### src/rtl/vref_sweep_cal_tx.sv
// rtl/vref_sweep_cal_tx.sv - MBTRAIN TX Vref sweep calibration sequencer
// Handshakes start/end over sideband, sweeps Vref codes and reports per-lane window centres.
module vref_sweep_cal_tx #(
  parameter int NUM_LANES      = 16,
  parameter int VREF_W         = 6,
  parameter int SETTLE_CYCLES  = 4,
  parameter int TIMEOUT_CYCLES = 8000
) (
  input  logic                          clk,
  input  logic                          rst_n,
  input  logic                          i_en,
  input  logic [3:0]                    i_decoded_sideband_message,
  input  logic                          i_sideband_valid,
  input  logic                          i_busy_negedge_detected,
  input  logic                          i_valid_rx,
  input  logic                          i_mainband_or_valtrain_test,
  input  logic [VREF_W-1:0]             i_vref_min,
  input  logic [VREF_W-1:0]             i_vref_max,
  input  logic [VREF_W-1:0]             i_vref_step,
  input  logic                          i_test_ack,
  input  logic [NUM_LANES-1:0]          i_rx_lanes_result,
  output logic [3:0]                    o_sideband_message,
  output logic                          o_valid_tx,
  output logic                          o_pt_en,
  output logic                          o_mainband_or_valtrain_test,
  output logic [VREF_W-1:0]             o_vref_code,
  output logic [NUM_LANES*VREF_W-1:0]   o_lane_vref,
  output logic [NUM_LANES-1:0]          o_lane_pass,
  output logic                          o_done,
  output logic                          o_timeout
);

  typedef enum logic [2:0] {IDLE, START_REQ, SETTLE, PT_RUN, EVAL, END_REQ, DONE} state_t;

  localparam int SET_W = $clog2(SETTLE_CYCLES + 1);
  localparam int TO_W  = $clog2(TIMEOUT_CYCLES + 1);

  state_t                state, state_next;
  logic [VREF_W-1:0]     vmin, vmax, vstep, step_eff;
  logic [VREF_W:0]       next_code;
  logic [SET_W-1:0]      settle_cnt;
  logic [TO_W-1:0]       to_cnt;
  logic [NUM_LANES-1:0]  result, seen;
  logic [VREF_W-1:0]     first_code [NUM_LANES];
  logic [VREF_W-1:0]     last_code  [NUM_LANES];
  logic                  start_resp, end_resp, to_hit, settle_hit, to_exit, req_entry;

  assign start_resp = i_sideband_valid && (i_decoded_sideband_message == 4'b0010);
  assign end_resp   = i_sideband_valid && (i_decoded_sideband_message == 4'b0100);
  assign to_hit     = (to_cnt == TO_W'(TIMEOUT_CYCLES - 1));
  assign settle_hit = (settle_cnt == SET_W'(SETTLE_CYCLES - 1));
  assign step_eff   = (vstep == '0) ? VREF_W'(1) : vstep;
  // One extra bit so a wrap past the top code reads as "beyond max".
  assign next_code  = {1'b0, o_vref_code} + {1'b0, step_eff};

  always_comb begin
    state_next = state;
    to_exit    = 1'b0;
    case (state)
      IDLE:      if (i_en) state_next = START_REQ;
      START_REQ: begin
        if (start_resp) state_next = SETTLE;
        else if (to_hit) begin
          state_next = DONE;
          to_exit    = 1'b1;
        end
      end
      SETTLE:    if (settle_hit) state_next = PT_RUN;
      PT_RUN:    if (i_test_ack) state_next = EVAL;
      EVAL:      state_next = (next_code > {1'b0, vmax}) ? END_REQ : SETTLE;
      END_REQ: begin
        if (end_resp) state_next = DONE;
        else if (to_hit) begin
          state_next = DONE;
          to_exit    = 1'b1;
        end
      end
      DONE:      state_next = DONE;
      default:   state_next = IDLE;
    endcase
  end

  assign req_entry = (state_next != state) && (state_next == START_REQ || state_next == END_REQ);

  always_ff @(posedge clk) begin
    if (!rst_n || !i_en) begin
      state                       <= IDLE;
      vmin                        <= '0;
      vmax                        <= '0;
      vstep                       <= '0;
      settle_cnt                  <= '0;
      to_cnt                      <= '0;
      result                      <= '0;
      seen                        <= '0;
      o_vref_code                 <= '0;
      o_mainband_or_valtrain_test <= 1'b0;
      o_valid_tx                  <= 1'b0;
      o_timeout                   <= 1'b0;
      for (int i = 0; i < NUM_LANES; i++) begin
        first_code[i] <= '0;
        last_code[i]  <= '0;
      end
    end else begin
      state <= state_next;
      if (state_next != state) begin
        settle_cnt <= '0;
        to_cnt     <= '0;
      end else begin
        if (state == SETTLE) settle_cnt <= settle_cnt + SET_W'(1);
        if (state == START_REQ || state == END_REQ) to_cnt <= to_cnt + TO_W'(1);
      end
      if (state == IDLE && state_next == START_REQ) begin
        vmin                        <= i_vref_min;
        vmax                        <= i_vref_max;
        vstep                       <= i_vref_step;
        o_mainband_or_valtrain_test <= i_mainband_or_valtrain_test;
      end
      if (state == START_REQ && state_next == SETTLE) o_vref_code <= vmin;
      if (state == EVAL && state_next == SETTLE) o_vref_code <= next_code[VREF_W-1:0];
      if (state == PT_RUN && i_test_ack) result <= i_rx_lanes_result;
      if (state == EVAL) begin
        for (int i = 0; i < NUM_LANES; i++) begin
          if (result[i]) begin
            if (!seen[i]) first_code[i] <= o_vref_code;
            last_code[i] <= o_vref_code;
            seen[i]      <= 1'b1;
          end
        end
      end
      if (to_exit) o_timeout <= 1'b1;
      // A new request takes priority over a busy-release in the same cycle.
      if (req_entry) o_valid_tx <= 1'b1;
      else if (i_busy_negedge_detected && !i_valid_rx) o_valid_tx <= 1'b0;
    end
  end

  assign o_sideband_message = (state == START_REQ) ? 4'b0001 :
                              (state == END_REQ)   ? 4'b0011 : 4'b0000;
  assign o_pt_en = (state == PT_RUN);
  assign o_done  = (state == DONE);

  always_comb begin
    o_lane_vref = '0;
    o_lane_pass = '0;
    for (int i = 0; i < NUM_LANES; i++) begin
      if (o_done && !o_timeout && seen[i]) begin
        o_lane_vref[i*VREF_W +: VREF_W] =
          VREF_W'(({1'b0, first_code[i]} + {1'b0, last_code[i]}) >> 1);
        o_lane_pass[i] = 1'b1;
      end
    end
  end

endmodule

### config.mk
export PLATFORM = sky130hd
export DESIGN_NAME = vref_sweep_cal_tx
export DESIGN_NICKNAME = d
export VERILOG_FILES = /design/src/rtl/vref_sweep_cal_tx.sv
export SDC_FILE = /design/constraint.sdc
export NUM_CORES = 1
export LEC_CHECK = 0
export BUFFER_PORTS_ARGS = -buffer_cell sky130_fd_sc_hd__buf_2
export CAP_MARGIN = 20
export CELL_PAD_IN_SITES_DETAIL_PLACEMENT = 1
export CELL_PAD_IN_SITES_GLOBAL_PLACEMENT = 2
export CORE_MARGIN = 1
export CORE_UTILIZATION = 34
export CTS_CLUSTER_SIZE = 24
export DETAILED_ROUTE_END_ITERATION = 10
export GPL_TIMING_DRIVEN = 0
export HOLD_SLACK_MARGIN = 0.03
export PLACE_DENSITY_LB_ADDON = 0.1
export SKIP_CTS_REPAIR_TIMING = 1
export SYNTH_ARGS = -nofsm -noshare
export SYNTH_HDL_FRONTEND = slang
export SYNTH_SLANG_ARGS = --single-unit
export TNS_END_PERCENT = 30
### constraint.sdc
create_clock -name clk -period 3.6 [get_ports clk]
set_clock_uncertainty 0.05 [all_clocks]
set_input_delay 0.54 -clock clk [delete_from_list [all_inputs] [get_ports clk]]
set_output_delay 0.54 -clock clk [all_outputs]
set_load 0.05 [all_outputs]
==> impl_metrics.env <==
export IMPL_core_sq_um=39800
export IMPL_layout_commonest_cell="edfxtp_1"
export IMPL_synth_area_sq_um=13700
export IMPL_placementRows=73
export IMPL_dp_cells=2020
export IMPL_synth_edf_count=192
export IMPL_finalCriticalPeriod_ns=3.84
export IMPL_fmax_ghz=0.260
export IMPL_synth_seq_area_share_pct=53.4
export IMPL_cts_buffers=31
export IMPL_insertion_delay_ns=0.55
export IMPL_worstMarginPinSlew_ns=0.881
export IMPL_postRouteAntennaNets=0
export IMPL_reg2reg_from="vstep[2]"
export IMPL_ys_seq_elements=270
export IMPL_power_mw=7.02
export IMPL_crit_required_ns=3.97
export IMPL_multi_input_area_sq_um=6300
export IMPL_area_growth_pct=22.1
export IMPL_via_per_inst=4.92
export IMPL_drive_above_1_share_pct=20.2
export IMPL_clockBufferDepth=3
export IMPL_place_ws_ns=-0.622
export IMPL_post_drt_wl_per_cell_microns=18.4
export IMPL_nets=1702
export IMPL_violations="setup timing"
export IMPL_critPathArrivalTime_ns=4.21
export IMPL_num_antenna_cells=0
export IMPL_root_buffer="clkbuf_16"
export IMPL_nFillCells=4514
export IMPL_setup_worst_path_end_class="flip-flop"
export IMPL_routed_wirelength_microns=38400
export IMPL_reg2reg_slack_ns=-0.24
export IMPL_synth_largest_area_cell="edfxtp_1"
export IMPL_initial_core_util_pct=34.5
export IMPL_cp_depth=15
export IMPL_cap_violations=0
export IMPL_start_kind="flip-flop"
export IMPL_syn_area_per_cell_sq_um=10.4
export IMPL_reg2reg_depth=15
export IMPL_overflow=0
export IMPL_rsz0062_at_grt="yes"
export IMPL_final_cell_mix="edfxtp_1 (192), nor2_1 (188), buf_2 (170)"
export IMPL_fp_dieH_microns=203
export IMPL_tns_ns=-4.04
export IMPL_crit_chain="or4_1 -> o21bai_1 -> ha_2 -> a21o_1 -> a21oi_4 -> or4b_4 -> nand4_1 -> ha_4 -> nand3_4 -> a21o_1 -> a21oi_4 -> nand4b_1 -> a32oi_4 -> buf_12 -> nor3_4"
export IMPL_drc=0
export IMPL_grt_pass1_wl_microns=58900
export IMPL_slew_headroom_pct=40.7
export IMPL_drtIter0Drc=307
export IMPL_drtPass1Iterations=4
export IMPL_via_count=10297
export IMPL_async_reset_ff_share_pct=0
export IMPL_floorplan_die_width_microns=203
export IMPL_syn_inst=1324
export IMPL_crit_type="flip-flop to flip-flop"
export IMPL_antenna_found_initial=1
export IMPL_max_stage_delay_ns=0.51
export IMPL_grt_max_degree=16
export IMPL_reg2reg_to="to_cnt[10]"
export IMPL_timing_final_ws_setup_ns=-0.244
export IMPL_path_clk_slew_ns=0.06
export IMPL_htree_num_levels=1
export IMPL_setup_viol=23
export IMPL_crit_buf_inv=1
export IMPL_finalMaxSlewViolations=0
export IMPL_final_cell_count_no_fill=2093
export IMPL_hold_viol=0
export IMPL_p_leak_nw=7.07
export IMPL_io_buffers=170
export IMPL_netlist_area_leader_share_pct=42.0
export IMPL_seqCellArea_sq_um=7330
export IMPL_grt_pass1_vias=10585
export IMPL_slowest_stage="or4_1"
export IMPL_powerDensity_nw_per_um2=419
export IMPL_num_io_pins=173
export IMPL_critPathTopFamily="simple AND/OR/NAND/NOR gates"
export IMPL_synth_distinct_cells=57
export IMPL_tritoncts="yes"
export IMPL_track_usage_pct=18.3
export IMPL_hp_class="input pin to flip-flop"
export IMPL_crit_start="vstep[2]"
export IMPL_ir_worst_vdd_uv=355
export IMPL_synth_area_leaders="edfxtp_1 (42%), dfxtp_1 (11%), ha_1 (8.7%)"
export IMPL_cp_max_fo=10
export IMPL_synthFlopType="edfxtp_1"
export IMPL_cts_sinks=270
export IMPL_post_route_period_util_pct=107
export IMPL_cp_endpoint="to_cnt[10]"
export IMPL_gp_congestion=0.778
export IMPL_status="complete, but fails checks"
export IMPL_dp_hpwl_microns=28600
export IMPL_ys_warn_count=0
export IMPL_dieArea_sq_um=41200
-- metrics by stage --
| step | util (%) | instance area, sq um | hold slack [ns] |
|---|---|---|---|
| finish | 42.1 | 16800 | 0.178 |
| global route | 42.1 | 16800 | 0.168 |
| CTS | 40.8 | 16300 | 0.153 |
| floorplan | - | 13800 | 0.383 |
| global placement | 38.4 | 15300 | 0.394 |
| detailed placement | 38.4 | 15300 | 0.398 |
-- cell families (layout without fill, tap and decap cells) --
logic type / count (synthesis) / count (layout) / synth area share (%)
buffers and inverters: 115 / 358 / 3.25
multiplexers: 6 / 6 / 0.437
AO/OA/AOI/OAI: 223 / 223 / 9.58
adder cells (fa/ha/maj): 112 / 112 / 11.1
AND/OR/NAND/NOR: 532 / 532 / 18.1
XOR/XNOR: 65 / 65 / 4.15
other: 1 / 2 / 0.0273
flip-flops: 270 / 270 / 53.4
-- state kept, by name, indices dropped and copies added (netlist names), 6 cells and up --
| name | cells |
|---|---|
| first_code | 96 |
| last_code | 96 |
| result | 16 |
| seen | 16 |
| to_cnt | 13 |
| o_vref_code | 6 |
| vmax | 6 |
| vmin | 6 |
| vstep | 6 |
-- per-layer routing --
layer / GRT usage [%] / wire (microns)
met1: 23.9 / 17600
met2: 32.8 / 19000
met3: 1.99 / 1260
met4: 3.49 / 567
met5: 0 / 0
-- final cells by class --
class	instances	share of cell area, %
clock inverters	8	0.254
inverters	67	1.50
well taps	525	3.92
plain buffers	48	1.44
multi-input cells	940	37.6
flip-flops and latches	270	43.7
repair buffers	186	6.00
clock buffers	49	5.58
-- synth_stat cells (16+ instances only) --
cell type and instances:
nor2_1 189, xor2_1 23, inv_1 67, fa_1 17, edfxtp_1 192, dfxtp_1 78
clkbuf_1 42, o21bai_1 17, and3_1 23, and2_1 54, ha_1 95, xnor2_1 42
nor3_1 52, o21ai_0 30, nand2_1 141, a31o_2 16, nor2b_1 26, a21oi_1 130
-- power by group --
group	switching (mW)	internal (mW)
combinational	0.330	0.214
clock	1.23	1.77
sequential	0.0547	3.42
total	1.61	5.41
-- worst min-delay path, stage by stage --
cell     delay [ns]
buf_2          0.10
nand2_1        0.05
a21oi_1        0.05
-- worst min-delay path by stage --
stage | cells past startpoint | endpoint | start
6_report | 3 | vstep[2] | i_vref_step[2]
3_5_place_dp | 2 | vmax[4] | vmax[4]
2_1_floorplan | 2 | vstep[0] | vstep[0]
5_1_grt | 3 | vstep[0] | i_vref_step[0]
4_1_cts | 3 | vmax[5] | i_vref_max[5]
3_3_place_gp | 2 | o_mainband_or_valtrain_test | o_mainband_or_valtrain_test
Power figures use the tool's default switching activity.
